## src/rtl/pc_unit_if.sv

```systemverilog
// Control/status bundle between the fetch-control logic (master) and the PC unit (slave).
// Master drives the per-cycle control inputs; slave returns PC, trap PC and return-stack status.
interface pc_unit_if #(
    parameter int XLEN = 32
);
    logic            stall;
    logic            redirect_valid;
    logic [XLEN-1:0] redirect_target;
    logic            call;
    logic            ret;
    logic            trap;
    logic [XLEN-1:0] pc_out;
    logic [XLEN-1:0] pc_next;
    logic [XLEN-1:0] epc_out;
    logic            ras_empty;
    logic            ras_full;
    logic            ras_err;

    modport master (
        output stall, redirect_valid, redirect_target, call, ret, trap,
        input  pc_out, pc_next, epc_out, ras_empty, ras_full, ras_err
    );

    modport slave (
        input  stall, redirect_valid, redirect_target, call, ret, trap,
        output pc_out, pc_next, epc_out, ras_empty, ras_full, ras_err
    );
endinterface

```

## src/rtl/pc_unit.sv

```systemverilog
// Program counter with trap/stall/return/redirect priority and a circular return-address stack.
// pc_next exposes the value pc_out will take at the next rising edge.
module pc_unit #(
    parameter int              XLEN         = 32,
    parameter logic [XLEN-1:0] RESET_VECTOR = '0,
    parameter logic [XLEN-1:0] TRAP_VECTOR  = XLEN'(32'h0000_0080),
    parameter int              INC          = 4,
    parameter int              RAS_DEPTH    = 4
) (
    input  logic         clk,
    input  logic         rst_n,
    pc_unit_if.slave     pc_bus
);
    localparam int PTR_W = $clog2(RAS_DEPTH);
    localparam int CNT_W = $clog2(RAS_DEPTH + 1);

    logic [XLEN-1:0]  pc_q, pc_d;
    logic [XLEN-1:0]  epc_q, epc_d;
    logic [XLEN-1:0]  ras_q [RAS_DEPTH];
    logic [XLEN-1:0]  ras_d [RAS_DEPTH];
    logic [PTR_W-1:0] top_q, top_d;
    logic [CNT_W-1:0] cnt_q, cnt_d;
    logic             err_q, err_d;

    logic [XLEN-1:0]  pc_inc;
    logic [PTR_W-1:0] push_ptr;
    logic             push_en;
    logic             ras_empty;
    logic             ras_full;

    assign pc_inc    = pc_q + XLEN'(INC);
    // Depth is a power of two, so the pointer wraps naturally and a push on a full stack
    // lands on the oldest entry.
    assign push_ptr  = top_q + PTR_W'(1);
    assign ras_empty = (cnt_q == '0);
    assign ras_full  = (cnt_q == CNT_W'(RAS_DEPTH));

    always_comb begin
        pc_d    = pc_q;
        epc_d   = epc_q;
        top_d   = top_q;
        cnt_d   = cnt_q;
        err_d   = err_q;
        push_en = 1'b0;
        if (pc_bus.trap) begin
            pc_d  = TRAP_VECTOR;
            epc_d = pc_q;
        end else if (!pc_bus.stall) begin
            if (pc_bus.ret) begin
                if (ras_empty) begin
                    pc_d  = pc_inc;
                    err_d = 1'b1;
                end else begin
                    pc_d  = ras_q[top_q];
                    top_d = top_q - PTR_W'(1);
                    cnt_d = cnt_q - CNT_W'(1);
                end
            end else if (pc_bus.redirect_valid) begin
                pc_d = pc_bus.redirect_target;
                if (pc_bus.call) begin
                    push_en = 1'b1;
                    top_d   = push_ptr;
                    if (ras_full) begin
                        err_d = 1'b1;
                    end else begin
                        cnt_d = cnt_q + CNT_W'(1);
                    end
                end
            end else begin
                pc_d = pc_inc;
            end
        end
    end

    always_ff @(posedge clk or negedge rst_n) begin
        if (!rst_n) begin
            pc_q  <= RESET_VECTOR;
            epc_q <= '0;
            top_q <= '0;
            cnt_q <= '0;
            err_q <= 1'b0;
        end else begin
            pc_q  <= pc_d;
            epc_q <= epc_d;
            top_q <= top_d;
            cnt_q <= cnt_d;
            err_q <= err_d;
        end
    end

    for (genvar gi = 0; gi < RAS_DEPTH; gi++) begin : g_ras
        assign ras_d[gi] = (push_en && (push_ptr == PTR_W'(gi))) ? pc_inc : ras_q[gi];

        always_ff @(posedge clk or negedge rst_n) begin
            if (!rst_n) begin
                ras_q[gi] <= '0;
            end else begin
                ras_q[gi] <= ras_d[gi];
            end
        end
    end

    assign pc_bus.pc_out    = pc_q;
    assign pc_bus.pc_next   = pc_d;
    assign pc_bus.epc_out   = epc_q;
    assign pc_bus.ras_empty = ras_empty;
    assign pc_bus.ras_full  = ras_full;
    assign pc_bus.ras_err   = err_q;
endmodule

```

## src/flat_wrapper.sv

```systemverilog
// flat-port wrapper written by rule: the top's interface ports become plain ports
module pc_unit_flat 
#(
    parameter int              XLEN         = 32,
    parameter logic [XLEN-1:0] RESET_VECTOR = '0,
    parameter logic [XLEN-1:0] TRAP_VECTOR  = XLEN'(32'h0000_0080),
    parameter int              INC          = 4,
    parameter int              RAS_DEPTH    = 4
)
  (clk, rst_n, pc_bus_stall, pc_bus_redirect_valid, pc_bus_redirect_target, pc_bus_call, pc_bus_ret, pc_bus_trap, pc_bus_pc_out, pc_bus_pc_next, pc_bus_epc_out, pc_bus_ras_empty, pc_bus_ras_full, pc_bus_ras_err);
  pc_unit_if #(.XLEN(XLEN)) pc_bus_i ();
  input  logic clk;
  input  logic rst_n;
  input wire logic [$bits(pc_bus_i.stall)-1:0] pc_bus_stall;
  input wire logic [$bits(pc_bus_i.redirect_valid)-1:0] pc_bus_redirect_valid;
  input wire logic [$bits(pc_bus_i.redirect_target)-1:0] pc_bus_redirect_target;
  input wire logic [$bits(pc_bus_i.call)-1:0] pc_bus_call;
  input wire logic [$bits(pc_bus_i.ret)-1:0] pc_bus_ret;
  input wire logic [$bits(pc_bus_i.trap)-1:0] pc_bus_trap;
  output wire logic [$bits(pc_bus_i.pc_out)-1:0] pc_bus_pc_out;
  output wire logic [$bits(pc_bus_i.pc_next)-1:0] pc_bus_pc_next;
  output wire logic [$bits(pc_bus_i.epc_out)-1:0] pc_bus_epc_out;
  output wire logic [$bits(pc_bus_i.ras_empty)-1:0] pc_bus_ras_empty;
  output wire logic [$bits(pc_bus_i.ras_full)-1:0] pc_bus_ras_full;
  output wire logic [$bits(pc_bus_i.ras_err)-1:0] pc_bus_ras_err;
  assign pc_bus_i.stall = pc_bus_stall;
  assign pc_bus_i.redirect_valid = pc_bus_redirect_valid;
  assign pc_bus_i.redirect_target = pc_bus_redirect_target;
  assign pc_bus_i.call = pc_bus_call;
  assign pc_bus_i.ret = pc_bus_ret;
  assign pc_bus_i.trap = pc_bus_trap;
  assign pc_bus_pc_out = pc_bus_i.pc_out;
  assign pc_bus_pc_next = pc_bus_i.pc_next;
  assign pc_bus_epc_out = pc_bus_i.epc_out;
  assign pc_bus_ras_empty = pc_bus_i.ras_empty;
  assign pc_bus_ras_full = pc_bus_i.ras_full;
  assign pc_bus_ras_err = pc_bus_i.ras_err;
  pc_unit #(.XLEN(XLEN), .RESET_VECTOR(RESET_VECTOR), .TRAP_VECTOR(TRAP_VECTOR), .INC(INC), .RAS_DEPTH(RAS_DEPTH)) u_core (.clk(clk), .rst_n(rst_n), .pc_bus(pc_bus_i));
endmodule
```

## config.mk

```make
export PLATFORM = sky130hd
export DESIGN_NAME = pc_unit_flat
export DESIGN_NICKNAME = d
export VERILOG_FILES = /design/src/rtl/pc_unit_if.sv /design/src/rtl/pc_unit.sv /design/src/flat_wrapper.sv
export SDC_FILE = /design/constraint.sdc
export NUM_CORES = 1
export LEC_CHECK = 0
export CAP_MARGIN = 20
export CORE_AREA = 2 2 183 185
export CTS_CLUSTER_SIZE = 25
export DETAILED_ROUTE_END_ITERATION = 8
export DIE_AREA = 0 0 185 187
export PLACE_DENSITY_LB_ADDON = 0.2
export SETUP_SLACK_MARGIN = 0.3
export SLEW_MARGIN = 15
export SYNTH_ARGS = -nofsm -noshare
export SYNTH_HDL_FRONTEND = slang
export SYNTH_SLANG_ARGS = --single-unit
```

## constraint.sdc

```tcl
create_clock -name clk -period 5.9 [get_ports clk]
set_input_delay 0.885 -clock clk [delete_from_list [all_inputs] [get_ports clk]]
set_output_delay 0.885 -clock clk [all_outputs]
set_load 0.01 [all_outputs]
```

; ---- Word level (Yosys, flattened, before mapping)
; Cells that the tools add are included.
; Widths: inputs -> output; s select.
[classes]
reduce_logical = 12
n_addsub = 5
bitwise_logic = 3
eq_ne = 7
order_cmp = 1
n_mux = 27
[op_table]
columns = cell, count
row1 = $mux 32, 7
row2 = $bmux 32 s2, 1
row3 = $add 32x3->32 const B, 1
row4 = $mux 3, 5
row5 = $reduce_and 6->1, 2
row6 = $mux 1, 10
row7 = $mux 2, 4
row8 = $reduce_bool 2->1, 3
row9 = $reduce_and 5->1, 1
row10 = $eq 2x2->1 const B, 2
row11 = $logic_and 1x1->1, 4
row12 = $ne 2x2->1 const B, 2
row13 = $add 3x1->3 const B, 1
row14 = $eq 3x3->1 const B, 1
row15 = $ge 3x3->1 const B, 1
row16 = $logic_not 3->1, 1
row17 = $not 2->3, 1
row18 = $sub 3x1->3 const B, 1
row19 = $add 2x1->2 const B, 1
row20 = $eq 2x1->1 const B, 1
row21 = $logic_not 2->1, 1
row22 = $ne 2x1->1 const B, 1
row23 = $not 1->1, 2
row24 = $sub 2x1->2 const B, 1
[word_totals]
output_inout_bits = 99
reg_bits = 198
in_bits = 39
wordCells = 64

; ---- Longest topological paths before layout
; Gate-level depths: netlist (run 1).
[depth]
word_depth = 8
depth_mapped = 8
mapped_depth_nobuf = 7

; ---- Worst setup path before layout (run 1)
; Ideal clock, no wire load.
[synth_timing]
kind = in2out
from = input port pc_bus_ret
to = output port pc_bus_pc_next[10]
t_required_ps = 5015
arrival_ps = 2234
path_stages = 7
setup_slack_ps = 2781
cell_sequence = buf_2 > nand2b_1 > buf_2 > clkbuf_1 > nor2_1 > a2111o_1 > a21oi_1
[synth_between]
elab_chain_len = 3
[synth_rtl]
columns = element, line
row1 = start: declaration, flat_wrapper.sv:18  ; input wire logic [$bits(pc_bus_i.ret)-1:0] pc_bus_ret;
row2 = $mux 32, pc_unit.sv:49  ; if (pc_bus.ret) begin
row3 = $mux 32, pc_unit.sv:48  ; end else if (!pc_bus.stall) begin
row4 = $mux 32, pc_unit.sv:45  ; if (pc_bus.trap) begin
row5 = end: declaration, flat_wrapper.sv:21  ; output wire logic [$bits(pc_bus_i.pc_next)-1:0] pc_bus_pc_next;
; Every way passes these cells.

; ---- Final worst setup path (run 1)
[layout_timing]
from = input port pc_bus_ret
to = output port pc_bus_pc_next[24]
; The elaborated chain is that of the path after synthesis.

==> impl_metrics.yaml, run 1 <==
timing:
  timing.final.max_slew_violations: 0
  timing.final.crit_period_ns: 4.488
  worstMarginPinSlew_ns: 0.9732
  timing_hold_violations_final: 0
  finalClockSkew_ns: 0.01364
  maxSlewHeadroom: 0.3462
  rsz0062_at_grt: "no"
  max_freq_mhz: 222.8
  finalSetupViolCount: 0
  timing.final.crit_share: 0.7607
  hold_slack_ns: 0.4713
  totalNegativeSetupSlack_ns: 0
worst_setup_path:
  critical_path.max_stage_delay_ns: 0.59
  timing.critical_path.max_delay_family: "buffers and inverters"
  timing.critical_path.slowest_stage_cell: "sky130_fd_sc_hd__clkdlybuf4s50_1"
  worst-path-max-fanout: 18
  timing.critical_path.from_type: "primary input"
  worst-setup-path-type: "primary input to primary output"
  reg2reg_depth: 5
  worstPathBufferInverterCount: 4
  worst_ep_arrival_time_ns: 3.60
  worst_setup_path_end_kind: "primary output"
  critical_path.cell_chain: "clkdlybuf4s50_1, buf_4, nand2b_1, buf_4, o221ai_1, a31oi_1, o21ai_0, o21ai_1, clkdlybuf4s50_1"
  crit_cells: 9
  worstPathRequired_ns: 5.02
layout:
  total_area_of_sequential_cells_mm2: 0.004956
  multi_input_comb_area_mm2: 0.004305
  areaGrowthSynthToFinish_pct: 24.34
  layout.cells.most_common: "sky130_fd_sc_hd__dfrtp_1"
  layout-drive-gt1-share: 0.1761
  layout_common_cells: "197 x sky130_fd_sc_hd__dfrtp_1, 136 x sky130_fd_sc_hd__nand2_1, 135 x sky130_fd_sc_hd__clkdlybuf4s50_1, 104 x sky130_fd_sc_hd__o21ai_0, 44 x sky130_fd_sc_hd__mux2_2"
  layout.filler_cells: 3304
  final_net_count: 1026
  finalCoreUtilization: 0.3653
logic_synthesis:
  async_reset_ff_frac: 1.000
  synth_nets: 924
  synth.lib_cells_used.distinct: 65
  mean_instance_size_in_the_synthesized_netlist_um2: 10.98
  synth.yosys.seq_area_share: 0.5132
  synth_edf_count: 0
  synth_top_flop_cell: "sky130_fd_sc_hd__dfrtp_1"
  synth_area_mm2: 0.009656
  synthesis.instances: 879
  ys_warn_count: 0
  yosys_register_bits: 198
global_routing:
  first_pass_grt_wire_length_um: 45070
  grt_pass1_vias: 7510
  globalRoute.totalOverflow: 0
  grt_start_max_net_pins: 115
  globalRouteTotalUtil: 0.1694
  grt_antenna_before_repair: 3
clocking:
  cts_tree: "yes"
  clock_tree.buffer_depth: 2
  path_clk_slew_ns: 0.08
  post_cts.repair.setup_buffers: 0
  cts_repair_resize_count: 0
  cts_buffers: 17
  cts_htree_levels: 4
  clock_sink_count: 198
  clkLatencyLatePin_ns: 0.44
  postCtsHoldBufs: 0
  clk_root_buffer_cell: "sky130_fd_sc_hd__clkbuf_16"
floorplanning:
  coreArea_mm2: 0.03286
  placement_rows: 67
  initial_core_util: 0.2938
  die_height_um: 187
  die_w_um: 185
  io_pins: 138
  die_area_mm2: 0.03460
placed_design:
  buffer_ports.inserted: 137
  place.gp.congestion: 0.8439
  dpl.hpwl_um: 19570
drt:
  routedWlPerCell_um: 19.58
  totalWireLength_um: 28270
  detail_route.drc_violations: 0
  drt_iter0_drc: 370
  vias: 7229
  drt-pass1-iter-count: 5
  antenna_violating_nets_left: 0
  drt-vias-per-instance: 5.006
power_and_ir_drop:
  ir_drop_uv: 211.1
  post-layout-total-power_w: 0.004357
  leakagePower_nw: 5.005
  power_per_cell_area_mw_per_mm2: 362.9
run:
  cap_viol_max_count: 0
hold_path:
  hold_path.class: "register to register"
  worst_hold_path.num_cells: 1
run_status:
  run_status: "finished, final reports clean"
[state kept, by name, summed over array words and instances, names as in the netlist]
signal	flops
u_core.ras_q	128
u_core.pc_bus.epc_out	32
u_core.pc_bus.pc_out	32
u_core.cnt_q	3
u_core.top_q	2
u_core.pc_bus.ras_err	1
[cell families (layout without fill, tap and decap cells)]
group,count (synthesis),after routing,synth area share
flops,198,198,0.5132
xor+xnor,25,25,0.02423
other cells,0,2,0
mux,76,76,0.1260
fa+ha+maj,6,6,0.008553
buf+inv,88,203,0.04198
compound gates,246,246,0.1622
simple gates,240,240,0.1239
[area by class of cell]
| type | count | share of cell area |
|---|---|---|
| diodes | 2 | 0.0004169 |
| inverters | 19 | 0.005941 |
| multi-input cells | 593 | 0.3586 |
| clock inverters | 14 | 0.01542 |
| repair buffers | 152 | 0.1235 |
| well taps | 448 | 0.04669 |
| flip-flops and latches | 198 | 0.4128 |
| clock buffers | 18 | 0.03658 |
[path summary, 6_finish.rpt]
path | from | endpoint | slack [ns]
setup / recovery | pc_bus_ret | pc_bus_pc_next[24] | 1.41
hold / removal | u_core.pc_bus.ras_err | u_core.pc_bus.ras_err | 0.47
setup reg to reg | u_core.top_q[0] | u_core.ras_q[65] | 3.29
hold reg to reg | u_core.pc_bus.ras_err | u_core.pc_bus.ras_err | 0.47
max in group asynchronous | rst_n | u_core.ras_q[85] | 4.09
min in group asynchronous | rst_n | u_core.ras_q[123] | 0.55
[synth_stat cells (all sizes together) (2+ instances only)]
| master | number | area share |
|---|---|---|
| a2111o | 2 | 0.0023 |
| a211o | 2 | 0.0018 |
| a211oi | 3 | 0.0023 |
| a21o | 7 | 0.0054 |
| a21oi | 28 | 0.015 |
| a221oi | 6 | 0.0067 |
| a31oi | 9 | 0.0058 |
| and2 | 7 | 0.0053 |
| and3 | 3 | 0.0019 |
| and4 | 6 | 0.0060 |
| buf | 37 | 0.022 |
| clkbuf | 32 | 0.013 |
| dfrtp | 198 | 0.51 |
| ha | 5 | 0.0065 |
| inv | 19 | 0.0074 |
| mux2 | 44 | 0.051 |
| mux4 | 32 | 0.075 |
| nand2 | 141 | 0.055 |
| nand2b | 4 | 0.0026 |
| nand3 | 14 | 0.0086 |
| nand4 | 9 | 0.0093 |
| nor2 | 26 | 0.010 |
| nor2b | 3 | 0.0019 |
| nor3 | 16 | 0.010 |
| nor4 | 3 | 0.0066 |
| o211ai | 2 | 0.0016 |
| o21a | 5 | 0.0039 |
| o21ai | 138 | 0.075 |
| o221a | 6 | 0.0070 |
| o221ai | 18 | 0.016 |
| o22ai | 4 | 0.0026 |
| o2bb2ai | 8 | 0.0073 |
| or3 | 5 | 0.0038 |
| xnor2 | 15 | 0.015 |
| xor2 | 10 | 0.0091 |
[report_power, final]
| part | internal (W) | switching [W] | total, W |
|---|---|---|---|
| Combinational | 0.000621 | 0.000608 | 0.00123 |
| Clock | 0.000693 | 0.000570 | 0.00126 |
| Sequential | 0.00161 | 0.000258 | 0.00186 |
| Total | 0.00292 | 0.00144 | 0.00436 |
[stage by stage]
stage | setup WS [ns] | instances | cell area [um2]
2_1_floorplan | 2.781 | 879 | 9656
3_3_place_gp | 1.401 | 1410 | 11380
3_5_place_dp | 1.386 | 1410 | 11380
4_1_cts | 1.392 | 1442 | 12000
5_1_grt | 1.239 | 1442 | 12000
6_report | 1.412 | 1444 | 12010
[routing by layer]
layer  vias up  GRT usage  wire length [um]
li1       3379          -                 -
met1      3634     0.2321             12970
met2       199     0.2750             13380
met3        17    0.04206              1731
met4         0    0.02900               193
met5         -          0                 0
Power figures use the tool's default switching activity.
==> run 2, diff against run 1 <==
==> constraint.sdc (replaced) <==
create_clock -name clk -period 4.5 [get_ports clk]
set_input_delay 0.675 -clock clk [delete_from_list [all_inputs] [get_ports clk]]
set_output_delay 0.675 -clock clk [all_outputs]
set_load 0.01 [all_outputs]
==> run 2 against run 1 <==
  * Global-route usage about the same
  * Critical endpoint is now pc_bus_pc_next[14]
  * Register-to-register slack worse by 1.3 ns
  * Utilization rose by 0.15 points
  * Worst hold slack got worse by 0.13 ns
  * Setup slack got worse by 0.94 ns
  * Final cell count increased by 0.42%
  * Non-clock buffer count rose by 8
  * Power rose by 29%
  * Sequential share of layout area fell by 0.17 points
  * Clock power is 18% higher
  * Routed wire length up 0.40%
  * Clock skew grew 0.0024 ns
==> impl_metrics.yaml, run 2 (synthesis gave the netlist of run 1 again) <==
run_status:
  run_status: "finished, final reports clean"
power_and_ir_drop:
  power_per_cell_area_mw_per_mm2: 464.7
  post-layout-total-power_w: 0.005603
  ir_drop_uv: 265.5
  leakagePower_nw: 5.034
worst_setup_path:
  worstPathRequired_ns: 3.83
  worst_ep_arrival_time_ns: 3.35
  worst-path-max-fanout: 12
  worst-setup-path-type: "register to primary output"
  reg2reg_to: "u_core.pc_bus.pc_out[14]"
  rr_startpoint: "u_core.pc_bus.pc_out[2]"
  ff2ff_setup_slack_ns: 1.96
  reg2reg_depth: 6
  worst_setup_path_end_kind: "primary output"
  timing.critical_path.from_type: "register"
  timing.critical_path.from: "u_core.pc_bus.pc_out[2]"
drt:
  drt_iter0_drc: 430
  totalWireLength_um: 28380
  wirelength_met1_um: 13400
  top_layer: "met4"
  met3WireLength_um: 1352
  drt-vias-per-instance: 4.937
  antenna_violating_nets_left: 0
  vias: 7158
  met2_wirelength_um: 13410
  routedWlPerCell_um: 19.57
  detail_route.drc_violations: 0
  drt-pass1-iter-count: 4
clocking:
  clk_root_buffer_cell: "sky130_fd_sc_hd__clkbuf_16"
  path_clk_slew_ns: 0.08
  clock_tree.buffer_depth: 2
  postCtsHoldBufs: 0
  cts_tree: "yes"
  clkLatencyLatePin_ns: 0.44
  cts_buffers: 17
  cts_repair_resize_count: 0
  cts_htree_levels: 4
  clock_sink_count: 198
timing:
  timing.final.crit_share: 0.8953
  totalNegativeSetupSlack_ns: 0
  finalSetupViolCount: 0
  finalClockSkew_ns: 0.01608
  timing.final.max_slew_violations: 0
  rsz0062_at_grt: "no"
  worstMarginPinSlew_ns: 0.9338
  maxSlewHeadroom: 0.3727
  timing.final.crit_period_ns: 4.029
  max_freq_mhz: 248.2
  timing_hold_violations_final: 0
layout:
  stdcell_area_mm2: 0.01206
  layout_common_cells: "197 x sky130_fd_sc_hd__dfrtp_1, 136 x sky130_fd_sc_hd__nand2_1, 135 x sky130_fd_sc_hd__clkdlybuf4s50_1, 104 x sky130_fd_sc_hd__o21ai_0, 44 x sky130_fd_sc_hd__mux2_2"
  layout.cells.most_common: "sky130_fd_sc_hd__dfrtp_1"
  post_layout_nonfiller_instances: 1450
  final_net_count: 1034
  areaGrowthSynthToFinish_pct: 24.85
  antenna_cells: 0
  max_ffs_per_register: 128
  largest-register: "u_core.ras_q"
  finalCoreUtilization: 0.3669
  layout.filler_cells: 3302
  layout-drive-gt1-share: 0.1816
floorplanning:
  coreArea_mm2: 0.03286
  io_pins: 138
  die_w_um: 185
  placement_rows: 67
  die_area_mm2: 0.03460
  die_height_um: 187
  initial_core_util: 0.2938
placed_design:
  place.gp.congestion: 0.8120
  buffer_ports.inserted: 137
  place_inst: 1414
  postPlaceCellArea_mm2: 0.01146
  dpl.hpwl_um: 19470
global_routing:
  globalRouteTotalUtil: 0.1690
  grt_start_max_net_pins: 109
  globalRoute.totalOverflow: 0
  grt_antenna_before_repair: 0
  grt_pass1_vias: 7482
  first_pass_grt_wire_length_um: 44500
hold_path:
  hold_path.class: "primary input to async pin"
run:
  cap_viol_max_count: 0
[run 2: critical path, cell delays in order (launching register included)]
cell and delay [ns]:
sky130_fd_sc_hd__dfrtp_1 0.59, sky130_fd_sc_hd__ha_1 0.36, sky130_fd_sc_hd__nand2_1 0.17, sky130_fd_sc_hd__nor2_1 0.43, sky130_fd_sc_hd__nand3_1 0.21, sky130_fd_sc_hd__or3b_1 0.39
sky130_fd_sc_hd__a22o_1 0.25, sky130_fd_sc_hd__clkdlybuf4s50_1 0.50
[run 2: final cells by class]
class | count | area (um2) | area share
inverters | 19 | 71.32 | 0.005916
repair buffers | 160 | 1605 | 0.1332
well taps | 448 | 560.5 | 0.04650
multi-input cells | 593 | 4305 | 0.3571
clock inverters | 13 | 113.9 | 0.009445
clock buffers | 19 | 442.9 | 0.03674
flip-flops and latches | 198 | 4956 | 0.4111
[run 2: through the flow]
stage / setup WS [ns] / hold slack [ns]
after global routing: 0.3195 / 0.4076
after floorplan: 1.801 / 0.3794
after CTS: 0.4381 / 0.3954
after global placement: 0.4797 / 0.4577
final: 0.4710 / 0.3399
after detailed placement: 0.4520 / 0.4611
[run 2: report_power, final]
part | switching (W) | internal [W]
Sequential | 0.000324 | 0.00211
Clock | 0.000751 | 0.000743
Combinational | 0.000823 | 0.000856
Total | 0.00190 | 0.00371
[run 2: repair_timing]
item,4_1_cts,5_1_grt
endpoints found under the setup margin,0,1
buffers inserted,0,4
endpoints found under the hold margin,0,0
[run 2: worst max path at each step]
stage | endpoint
after floorplan | pc_bus_pc_next[10]
after global placement | pc_bus_pc_next[18]
after detailed placement | pc_bus_pc_next[18]
after CTS | pc_bus_pc_next[18]
after global routing | pc_bus_pc_next[18]
final | pc_bus_pc_next[14]
[run 2: routing by layer]
layer / vias to the layer above / track usage
met4: 0 / 0.03114
li1: 3400 / -
met2: 164 / 0.2738
met5: - / 0
met3: 15 / 0.03933
met1: 3579 / 0.2327
==> run 3, diff against run 2 <==
==> constraint.sdc (replaced) <==
create_clock -name clk -period 4.59 [get_ports clk]
set_input_delay 0.6885 -clock clk [delete_from_list [all_inputs] [get_ports clk]]
set_output_delay 0.6885 -clock clk [all_outputs]
set_load 0.01 [all_outputs]
==> run 3 against run 2 <==
  * Global-route usage is 0.35 points higher
  * Die area stayed put
  * Non-clock buffer count is 1 lower
  * Sequential share of layout area hardly changed
  * Clock skew decreased by 0.0058 ns
  * Utilization barely moved
  * Design area hardly changed
  * Critical path type is now primary input to primary output
  * Critical endpoint is now pc_bus_pc_next[30]
==> impl_metrics.yaml, run 3 (synthesis gave the netlist of run 1 again) <==
run_status:
  run_status: "finished, final reports clean"
timing:
  max_freq_mhz: 244.5
  totalNegativeSetupSlack_ns: 0
  maxSlewHeadroom: 0.2632
  worstMarginPinSlew_ns: 1.105
  timing_hold_violations_final: 0
  timing.final.max_slew_violations: 0
  fin_ws_ns: 0.5003
  rsz0062_at_grt: "no"
  timing.final.crit_period_ns: 4.090
  finalClockSkew_ns: 0.01027
  hold_slack_ns: 0.2658
  timing.final.crit_share: 0.8910
  finalSetupViolCount: 0
power_and_ir_drop:
  leakagePower_nw: 5.028
  post-layout-total-power_w: 0.005545
  ir_drop_uv: 267.5
  power_per_cell_area_mw_per_mm2: 460.4
drt:
  wirelength_met1_um: 13530
  met3WireLength_um: 1304
  drt-pass1-iter-count: 4
  drt_iter0_drc: 359
  met2_wirelength_um: 13720
  vias: 7218
  antenna_violating_nets_left: 0
  detail_route.drc_violations: 0
  routedWlPerCell_um: 19.91
  top_layer: "met4"
  totalWireLength_um: 28830
  drt-vias-per-instance: 4.985
placed_design:
  place.gp.congestion: 0.7902
  dpl.hpwl_um: 20070
  buffer_ports.inserted: 137
  pre_cts_slack_ns: 0.5338
layout:
  areaGrowthSynthToFinish_pct: 24.74
  largest-register: "u_core.ras_q"
  antenna_cells: 0
  final_net_count: 1033
  layout-drive-gt1-share: 0.1810
  layout_common_cells: "197 x sky130_fd_sc_hd__dfrtp_1, 136 x sky130_fd_sc_hd__nand2_1, 135 x sky130_fd_sc_hd__clkdlybuf4s50_1, 104 x sky130_fd_sc_hd__o21ai_0, 44 x sky130_fd_sc_hd__mux2_2"
  max_ffs_per_register: 128
  layout.cells.most_common: "sky130_fd_sc_hd__dfrtp_1"
  layout.filler_cells: 3365
floorplanning:
  die_w_um: 185
  placement_rows: 67
  die_area_mm2: 0.03460
  initial_core_util: 0.2938
  io_pins: 138
  die_height_um: 187
  coreArea_mm2: 0.03286
global_routing:
  globalRoute.totalOverflow: 0
  globalRouteTotalUtil: 0.1725
  grt_antenna_before_repair: 0
  first_pass_grt_wire_length_um: 45060
  grt_pass1_vias: 7457
  grt_start_max_net_pins: 83
hold_path:
  hold_path.class: "primary input to async pin"
worst_setup_path:
  worst_ep_arrival_time_ns: 3.40
  worst_setup_path_end_kind: "primary output"
  timing.critical_path.slowest_stage_cell: "sky130_fd_sc_hd__clkdlybuf4s50_1"
  worstPathRequired_ns: 3.90
  worst-path-max-fanout: 25
  critical_path.max_stage_delay_ns: 0.75
  timing.critical_path.from_type: "primary input"
  worst-setup-path-type: "primary input to primary output"
  critical_path.cell_chain: "clkdlybuf4s50_1, buf_4, nand2b_1, buf_4, o221ai_1, a31oi_1, o21ai_0, o21ai_1, clkdlybuf4s50_1"
clocking:
  clkLatencyLatePin_ns: 0.45
  postCtsHoldBufs: 0
  cts_buffers: 17
  path_clk_slew_ns: 0.08
  cts_htree_levels: 4
  cts_tree: "yes"
  clock_tree.buffer_depth: 2
  cts_repair_resize_count: 0
  clock_sink_count: 198
  clk_root_buffer_cell: "sky130_fd_sc_hd__clkbuf_16"
  post_cts.repair.setup_buffers: 0
run:
  cap_viol_max_count: 0
## run 3: cell count changes in the layout (fill, tap and decap cells not counted), sizes merged
| cell | previous run | this run |
|---|---|---|
| buf | 24 | 23 |
| clkinvlp | 2 | 1 |
| inv | 25 | 24 |
| bufinv | 0 | 1 |
## run 3: per-stage QoR
step           cells  utilization  area, um2
2_1_floorplan    879            -       9656
3_3_place_gp    1417       0.3485      11450
3_5_place_dp    1417       0.3485      11450
4_1_cts         1448       0.3665      12040
5_1_grt         1448       0.3665      12040
6_report        1448       0.3665      12040
## run 3: final timing paths
check / slack, ns / to / start / cells past startpoint
min in group clk: 0.48 / u_core.ras_q[55] / u_core.ras_q[55] / 2
max reg2reg: 1.97 / u_core.ras_q[35] / u_core.top_q[1] / 6
max in group asynchronous: 3.37 / u_core.ras_q[97] / rst_n / 2
min reg2reg: 0.48 / u_core.ras_q[55] / u_core.ras_q[55] / 2
max: 0.50 / pc_bus_pc_next[30] / pc_bus_ret / 9
min: 0.27 / u_core.ras_q[91] / rst_n / 1
## run 3: layout make-up
| type | instances | area (um2) | share of cell area |
|---|---|---|---|
| flip-flops and latches | 198 | 4956 | 0.4115 |
| multi-input cells | 593 | 4305 | 0.3575 |
| repair buffers | 159 | 1560 | 0.1295 |
| well taps | 448 | 560.5 | 0.04654 |
| clock buffers | 19 | 452.9 | 0.03761 |
| clock inverters | 12 | 137.6 | 0.01143 |
| inverters | 19 | 71.32 | 0.005921 |
## run 3: where the power goes
part	internal, W	total (W)	switching [W]
combinational	0.000814	0.00162	0.000808
sequential	0.00206	0.00239	0.000325
clock	0.000796	0.00153	0.000737
## run 3: critical path, delay by kind of cell
family / cells / cell delay (ns)
simple gates: 1 / 0.11
buf+inv: 4 / 1.94
compound gates: 4 / 0.64
## run 3: layer usage
metal / vias to the layer above / global-route usage
li1: 3405 / -
met1: 3628 / 0.2384
met2: 169 / 0.2792
met3: 16 / 0.03583
met4: 0 / 0.03663
met5: - / 0
